[config.mk]
export PLATFORM = sky130hd
export DESIGN_NAME = spi_slave
export DESIGN_NICKNAME = d
export VERILOG_FILES = /design/src/rtl/spi_slave.sv
export SDC_FILE = /design/constraint.sdc
export NUM_CORES = 1
export LEC_CHECK = 0
export ABC_CLOCK_PERIOD_IN_PS = 1300
export CORE_MARGIN = 5
export CORE_UTILIZATION = 48
export DETAILED_ROUTE_END_ITERATION = 7
export PLACE_DENSITY = 0.74
export SLEW_MARGIN = 5
export SYNTH_ARGS = -nofsm -noshare
export SYNTH_HDL_FRONTEND = slang
export SYNTH_SLANG_ARGS = --single-unit
[constraint.sdc]
create_clock -name clk -period 1.3 [get_ports clk]
set_input_delay 0.195 -clock clk [delete_from_list [all_inputs] [get_ports clk]]
set_output_delay 0.195 -clock clk [all_outputs]
set_load 0.01 [all_outputs]
[src/rtl/spi_slave.sv]
// spi_slave -- SPI mode 0 responder (CPOL=0, CPHA=0, MSB first, 8-bit frames).
//
// SCLK, SS_n and MOSI are oversampled in the clk domain through SYNC_STAGES
// flops. Edges of the synchronised SCLK/SS_n are registered as one-cycle pulses.
// The FSM consumes those pulses. Back-to-back bytes are supported while SS_n
// stays low.
//
// Build option: define SPI_SLAVE_MISO_TRISTATE_EN to release miso (1'bz)
// while deselected. Otherwise miso is driven 0 while deselected.
//
// Ports:
//   clk          system clock, rising edge
//   rst_n        synchronous active-low reset
//   sclk/ss_n/mosi   asynchronous SPI pins from the master
//   miso         serial data out (TX shift register bit 7 while busy)
//   tx_data/tx_valid/tx_ready   one-byte TX holding buffer, ready/valid handshake
//   rx_data      last completed received byte
//   rx_valid     one-cycle strobe when rx_data is updated
//   busy         synchronised ss_n is low
//   tx_underrun  one-cycle pulse when IDLE_BYTE was loaded because the buffer was empty
//   frame_err    one-cycle pulse when ss_n rose mid-byte
//
// State | meaning
// IDLE  | deselected, waiting for ss_n to fall
// LOAD  | one cycle: fill the TX shift register from the buffer or IDLE_BYTE
// SHIFT | clocking bits on sclk edges
module spi_slave #(
    parameter int         SYNC_STAGES = 2,
    parameter logic [7:0] IDLE_BYTE   = 8'h00
) (
    input  logic       clk,
    input  logic       rst_n,
    input  logic       sclk,
    input  logic       ss_n,
    input  logic       mosi,
    output logic       miso,
    input  logic [7:0] tx_data,
    input  logic       tx_valid,
    output logic       tx_ready,
    output logic [7:0] rx_data,
    output logic       rx_valid,
    output logic       busy,
    output logic       tx_underrun,
    output logic       frame_err
);

    typedef enum logic [1:0] {IDLE, LOAD, SHIFT} state_t;

    logic [SYNC_STAGES-1:0] sclk_sync, ss_sync, mosi_sync;
    logic       sclk_s, ss_s, mosi_s;
    logic       sclk_d, ss_d;
    logic       sclk_rise, sclk_fall, ss_rise, ss_fall;
    state_t     state;
    logic [7:0] tx_shift, rx_shift, tx_buf;
    logic       tx_full;
    logic [2:0] bit_cnt;
    logic       reload;
    logic       load_req, accept;

    assign sclk_s = sclk_sync[SYNC_STAGES-1];
    assign ss_s   = ss_sync[SYNC_STAGES-1];
    assign mosi_s = mosi_sync[SYNC_STAGES-1];

    // ss_n chain resets high so the bus looks deselected coming out of reset.
    always_ff @(posedge clk) begin
        if (!rst_n) begin
            sclk_sync <= '0;
            ss_sync   <= '1;
            mosi_sync <= '0;
            sclk_d    <= 1'b0;
            ss_d      <= 1'b1;
            sclk_rise <= 1'b0;
            sclk_fall <= 1'b0;
            ss_rise   <= 1'b0;
            ss_fall   <= 1'b0;
            busy      <= 1'b0;
        end else begin
            sclk_sync <= {sclk_sync[SYNC_STAGES-2:0], sclk};
            ss_sync   <= {ss_sync[SYNC_STAGES-2:0], ss_n};
            mosi_sync <= {mosi_sync[SYNC_STAGES-2:0], mosi};
            sclk_d    <= sclk_s;
            ss_d      <= ss_s;
            sclk_rise <= sclk_s & ~sclk_d;
            sclk_fall <= ~sclk_s & sclk_d;
            ss_rise   <= ss_s & ~ss_d;
            ss_fall   <= ~ss_s & ss_d;
            busy      <= ~ss_s;
        end
    end

    assign tx_ready = ~tx_full;
    assign accept   = tx_valid & ~tx_full;

    // A load happens in LOAD, or on the sclk fall that follows a completed byte.
    always_comb begin
        load_req = 1'b0;
        if (!ss_rise) begin
            if (state == LOAD)
                load_req = 1'b1;
            else if (state == SHIFT && sclk_fall && reload)
                load_req = 1'b1;
        end
    end

    always_ff @(posedge clk) begin
        if (!rst_n) begin
            state       <= IDLE;
            tx_shift    <= '0;
            rx_shift    <= '0;
            tx_buf      <= '0;
            tx_full     <= 1'b0;
            bit_cnt     <= '0;
            reload      <= 1'b0;
            rx_data     <= '0;
            rx_valid    <= 1'b0;
            tx_underrun <= 1'b0;
            frame_err   <= 1'b0;
        end else begin
            rx_valid    <= 1'b0;
            tx_underrun <= 1'b0;
            frame_err   <= 1'b0;

            if (accept) begin
                tx_buf  <= tx_data;
                tx_full <= 1'b1;
            end

            // The buffer is checked before this cycle's accept, so a byte
            // arriving together with a load goes to the buffer, not the wire.
            if (load_req) begin
                if (tx_full) begin
                    tx_shift <= tx_buf;
                    tx_full  <= 1'b0;
                end else begin
                    tx_shift    <= IDLE_BYTE;
                    tx_underrun <= 1'b1;
                end
            end

            case (state)
                IDLE: begin
                    if (ss_fall)
                        state <= LOAD;
                end
                LOAD: begin
                    bit_cnt <= '0;
                    reload  <= 1'b0;
                    state   <= ss_rise ? IDLE : SHIFT;
                end
                SHIFT: begin
                    if (sclk_rise) begin
                        rx_shift <= {rx_shift[6:0], mosi_s};
                        bit_cnt  <= bit_cnt + 3'd1;
                        if (bit_cnt == 3'd7) begin
                            rx_data  <= {rx_shift[6:0], mosi_s};
                            rx_valid <= 1'b1;
                            reload   <= 1'b1;
                        end
                    end else if (sclk_fall) begin
                        if (reload)
                            reload <= 1'b0;
                        else
                            tx_shift <= {tx_shift[6:0], 1'b0};
                    end
                    if (ss_rise) begin
                        // A byte finishing in the same cycle is delivered, not an error.
                        if (bit_cnt != 3'd0 && !(sclk_rise && bit_cnt == 3'd7))
                            frame_err <= 1'b1;
                        bit_cnt  <= '0;
                        reload   <= 1'b0;
                        rx_shift <= '0;
                        state    <= IDLE;
                    end
                end
                default: state <= IDLE;
            endcase
        end
    end

`ifdef SPI_SLAVE_MISO_TRISTATE_EN
    assign miso = busy ? tx_shift[7] : 1'bz;
`else
    assign miso = busy ? tx_shift[7] : 1'b0;
`endif

endmodule
==> results.json <==
{
  "switchingPower_w": 0.0005862,
  "yosysSeqAreaShare_pct": 52.46,
  "synth_compound_gate_area_share_pct": 16.27,
  "cpMaxStageDelayCell": "or4b_1",
  "worst_setup_path_end_kind": "register",
  "finalPower_w": 0.002753,
  "clock_latency_ns": 0.29,
  "cts_max_path_buffers": 2,
  "hold_viol": 0,
  "crit_buf_inv": 1,
  "fp.dieH_um": 75.52,
  "synth_xor_area_share_pct": 0,
  "crit_family": "simple AND/OR/NAND/NOR gates",
  "place_inst": 302,
  "peakVddDrop_uv": 715.8,
  "grt_antenna_before_repair": 0,
  "worstSetupStartpointType": "register",
  "cap_violations": 0,
  "grt_pass1_vias": 1471,
  "row_count": 23,
  "ant_nets": 0,
  "synth_area_leader_cell": "dfxtp_1",
  "grt_max_degree": 52,
  "ff_latch_area_um2": 1090,
  "fin_nets": 282,
  "slew_headroom_pct": 78.27,
  "crit_path_cell_trace": "inv_4 > ha_4 > nor2b_4 > or4b_1 > a21boi_1",
  "maxSlewViolCount": 0,
  "synth.distinct_cells": 30,
  "min_path_type": "reg2reg",
  "syn_area_um2": 2061,
  "critPathMaxStageDelay_ns": 0.47,
  "drtIter0Drc": 58,
  "synth_warnings": 0,
  "dp.final_hpwl_mm": 2.692,
  "syn-num-nets": 243,
  "ctsHoldBuffers": 0,
  "outcome": "complete, but fails checks",
  "grt_usage_pct": 14.85,
  "vias": 1617,
  "layout_commonest_cell": "dfxtp_1",
  "clk_pin_slew_ns": 0.09,
  "cellPowerDensity_nw_per_um2": 1013,
  "fin_skew_ns": 0.007795,
  "syn_avg_cell_area_um2": 9.241,
  "globalRouteOverflowTotal": 0,
  "worstPathArrival_ns": 1.62,
  "die_area_um2": 5703,
  "synthSimpleGateAreaFrac_pct": 23.44,
  "diodes": 0,
  "failed_checks": "setup timing",
  "num-fill-cells": 347,
  "synth_top_family_by_area": "simple AND/OR/NAND/NOR gates",
  "p_comb_share_pct": 7.4,
  "min_period_ns": 1.415,
  "switching_share_pct": 21.29,
  "multi_input_area_um2": 1081,
  "drc_errors": 0,
  "tightest_slew_ns": 0.3247,
  "rsz0062_at_grt": "true",
  "setup_tns_ns": -0.2249,
  "die_width_um": 75.52,
  "seqPwrFrac_pct": 61.9,
  "port-buffer-count": 27,
  "crit_type": "reg2reg",
  "synthAdderAreaFrac_pct": 3.643,
  "post-route-period-util_pct": 108.8,
  "setup_ws_ns": -0.1146,
  "cts_root_buffer": "clkbuf_8",
  "cts_sinks": 54,
  "initial_core_util_pct": 50.43,
  "ff2ff_setup_slack_ns": -0.11,
  "ios": 28,
  "drt_wl_total_mm": 4.115,
  "p_leak_nw": 1.040,
  "avgRoutedWirePerCell_um": 13.19,
  "syn_to_final_growth_pct": 31.94,
  "worstPathMaxFanout": 3,
  "clock.fmax_mhz": 706.9,
  "p_int_w": 0.002167,
  "grt_pass1_wl_mm": 6.451,
  "cts_tree": "yes",
  "vias_per_cell": 5.183,
  "p_clk_share_pct": 30.8,
  "drt_pass1_iterations": 4,
  "required_ns": 1.51,
  "final_cell_mix": "dfxtp_1, nand2_1, nor2b_1",
  "design.core.area_um2": 4086,
  "finalSetupViolCount": 9,
  "muxShareOfSynthArea_pct": 0.4857,
  "synth_area_leaders": "dfxtp_1, nand2_1, a21boi_0, nor2b_1, ha_1",
  "finalNonFillerCells": 312,
  "holdWs_ns": 0.4086,
  "htreeDepth": 2,
  "drive_gt1_share_pct": 20.61,
  "syn_inst": 223,
  "synth_top_area_share_pct": 52.46,
  "gp_congestion": 0.6865,
  "cts_inserted_buffers": 5,
  "ys_seq_elements": 54
}
-- area by class of cell --
cell class	instances	share of cell area (%)
Multi-Input combinational cell	154	39.76
Sequential cell	54	40.08
Inverter	6	1.012
Tap cell	50	2.301
Clock buffer	7	2.807
Timing Repair Buffer	41	14.04
-- registers in the layout, summed over array words and instances, names as in the netlist, 2 cells and up --
name	flops
tx_buf	8
tx_shift	8
sclk_sync	2
state	2
mosi_sync	2
rx_shift	7
bit_cnt	3
ss_sync	2
rx_data	8
-- power by group through the flow --
stage / logic [W] / registers (W) / clock network [W]
global placement: 0.000179 / 0.00174 / 0
floorplan: 0.0000975 / 0.00174 / 0
global route: 0.000221 / 0.00171 / 0.000958
CTS: 0.000187 / 0.00170 / 0.000878
detailed placement: 0.000182 / 0.00174 / 0
finish: 0.000203 / 0.00170 / 0.000847
-- path summary, 6_finish.rpt --
path,startpoint,to,depth (start not counted)
min reg2reg,sclk_d,sclk_rise,1
max,state[1],state[1],5
min,sclk_d,sclk_rise,1
max reg2reg,state[1],state[1],5
-- what timing repair did --
item / CTS / global route
setup endpoints to repair: 40 / 29
setup buffers: 2 / 2
gates cloned: 1 / 1
pin swaps: 3 / 14
resized for setup: 29 / 34
-- synth_stat cells (all sizes together) --
| cell | instances |
|---|---|
| nand3 | 10 |
| a22oi | 9 |
| nor2 | 2 |
| clkbuf | 6 |
| buf | 5 |
| mux2i | 1 |
| and2 | 9 |
| inv | 6 |
| nand2b | 4 |
| dfxtp | 54 |
| a31oi | 8 |
| or4b | 1 |
| a21oi | 3 |
| o21ai | 12 |
| or2 | 1 |
| nand4 | 1 |
| and3b | 2 |
| a21boi | 18 |
| nor2b | 17 |
| ha | 6 |
| nand2 | 43 |
| nand3b | 1 |
| and3 | 3 |
| a211oi | 1 |
-- metal layers --
| layer | part of all wire (%) | routed length, um | vias to the layer above | track usage, % |
|---|---|---|---|---|
| li1 | - | - | 828 | - |
| met1 | 47 | 1924 | 759 | 18.95 |
| met2 | 49 | 2012 | 24 | 24.26 |
| met3 | 2.8 | 114 | 6 | 4.354 |
| met4 | 1.5 | 63 | 0 | 4.660 |
| met5 | 0 | 0 | - | 0 |
-- per-stage QoR --
step | setup WS, ns | cell area, um2 | utilization, %
floorplan | -0.01291 | 2078 | -
global placement | -0.1056 | 2467 | 60.38
detailed placement | -0.1591 | 2467 | 60.38
CTS | -0.1049 | 2586 | 63.29
global route | -0.1474 | 2719 | 66.53
finish | -0.1146 | 2719 | 66.53
-- logic make-up after synthesis --
family,Yosys count
DFF,54
muxes,1
and+or+nand+nor,94
buffers and inverters,17
AOI/OAI and AO/OA,51
adders and majority gates,6
Note: power is estimated with default switching activity, not from simulation.
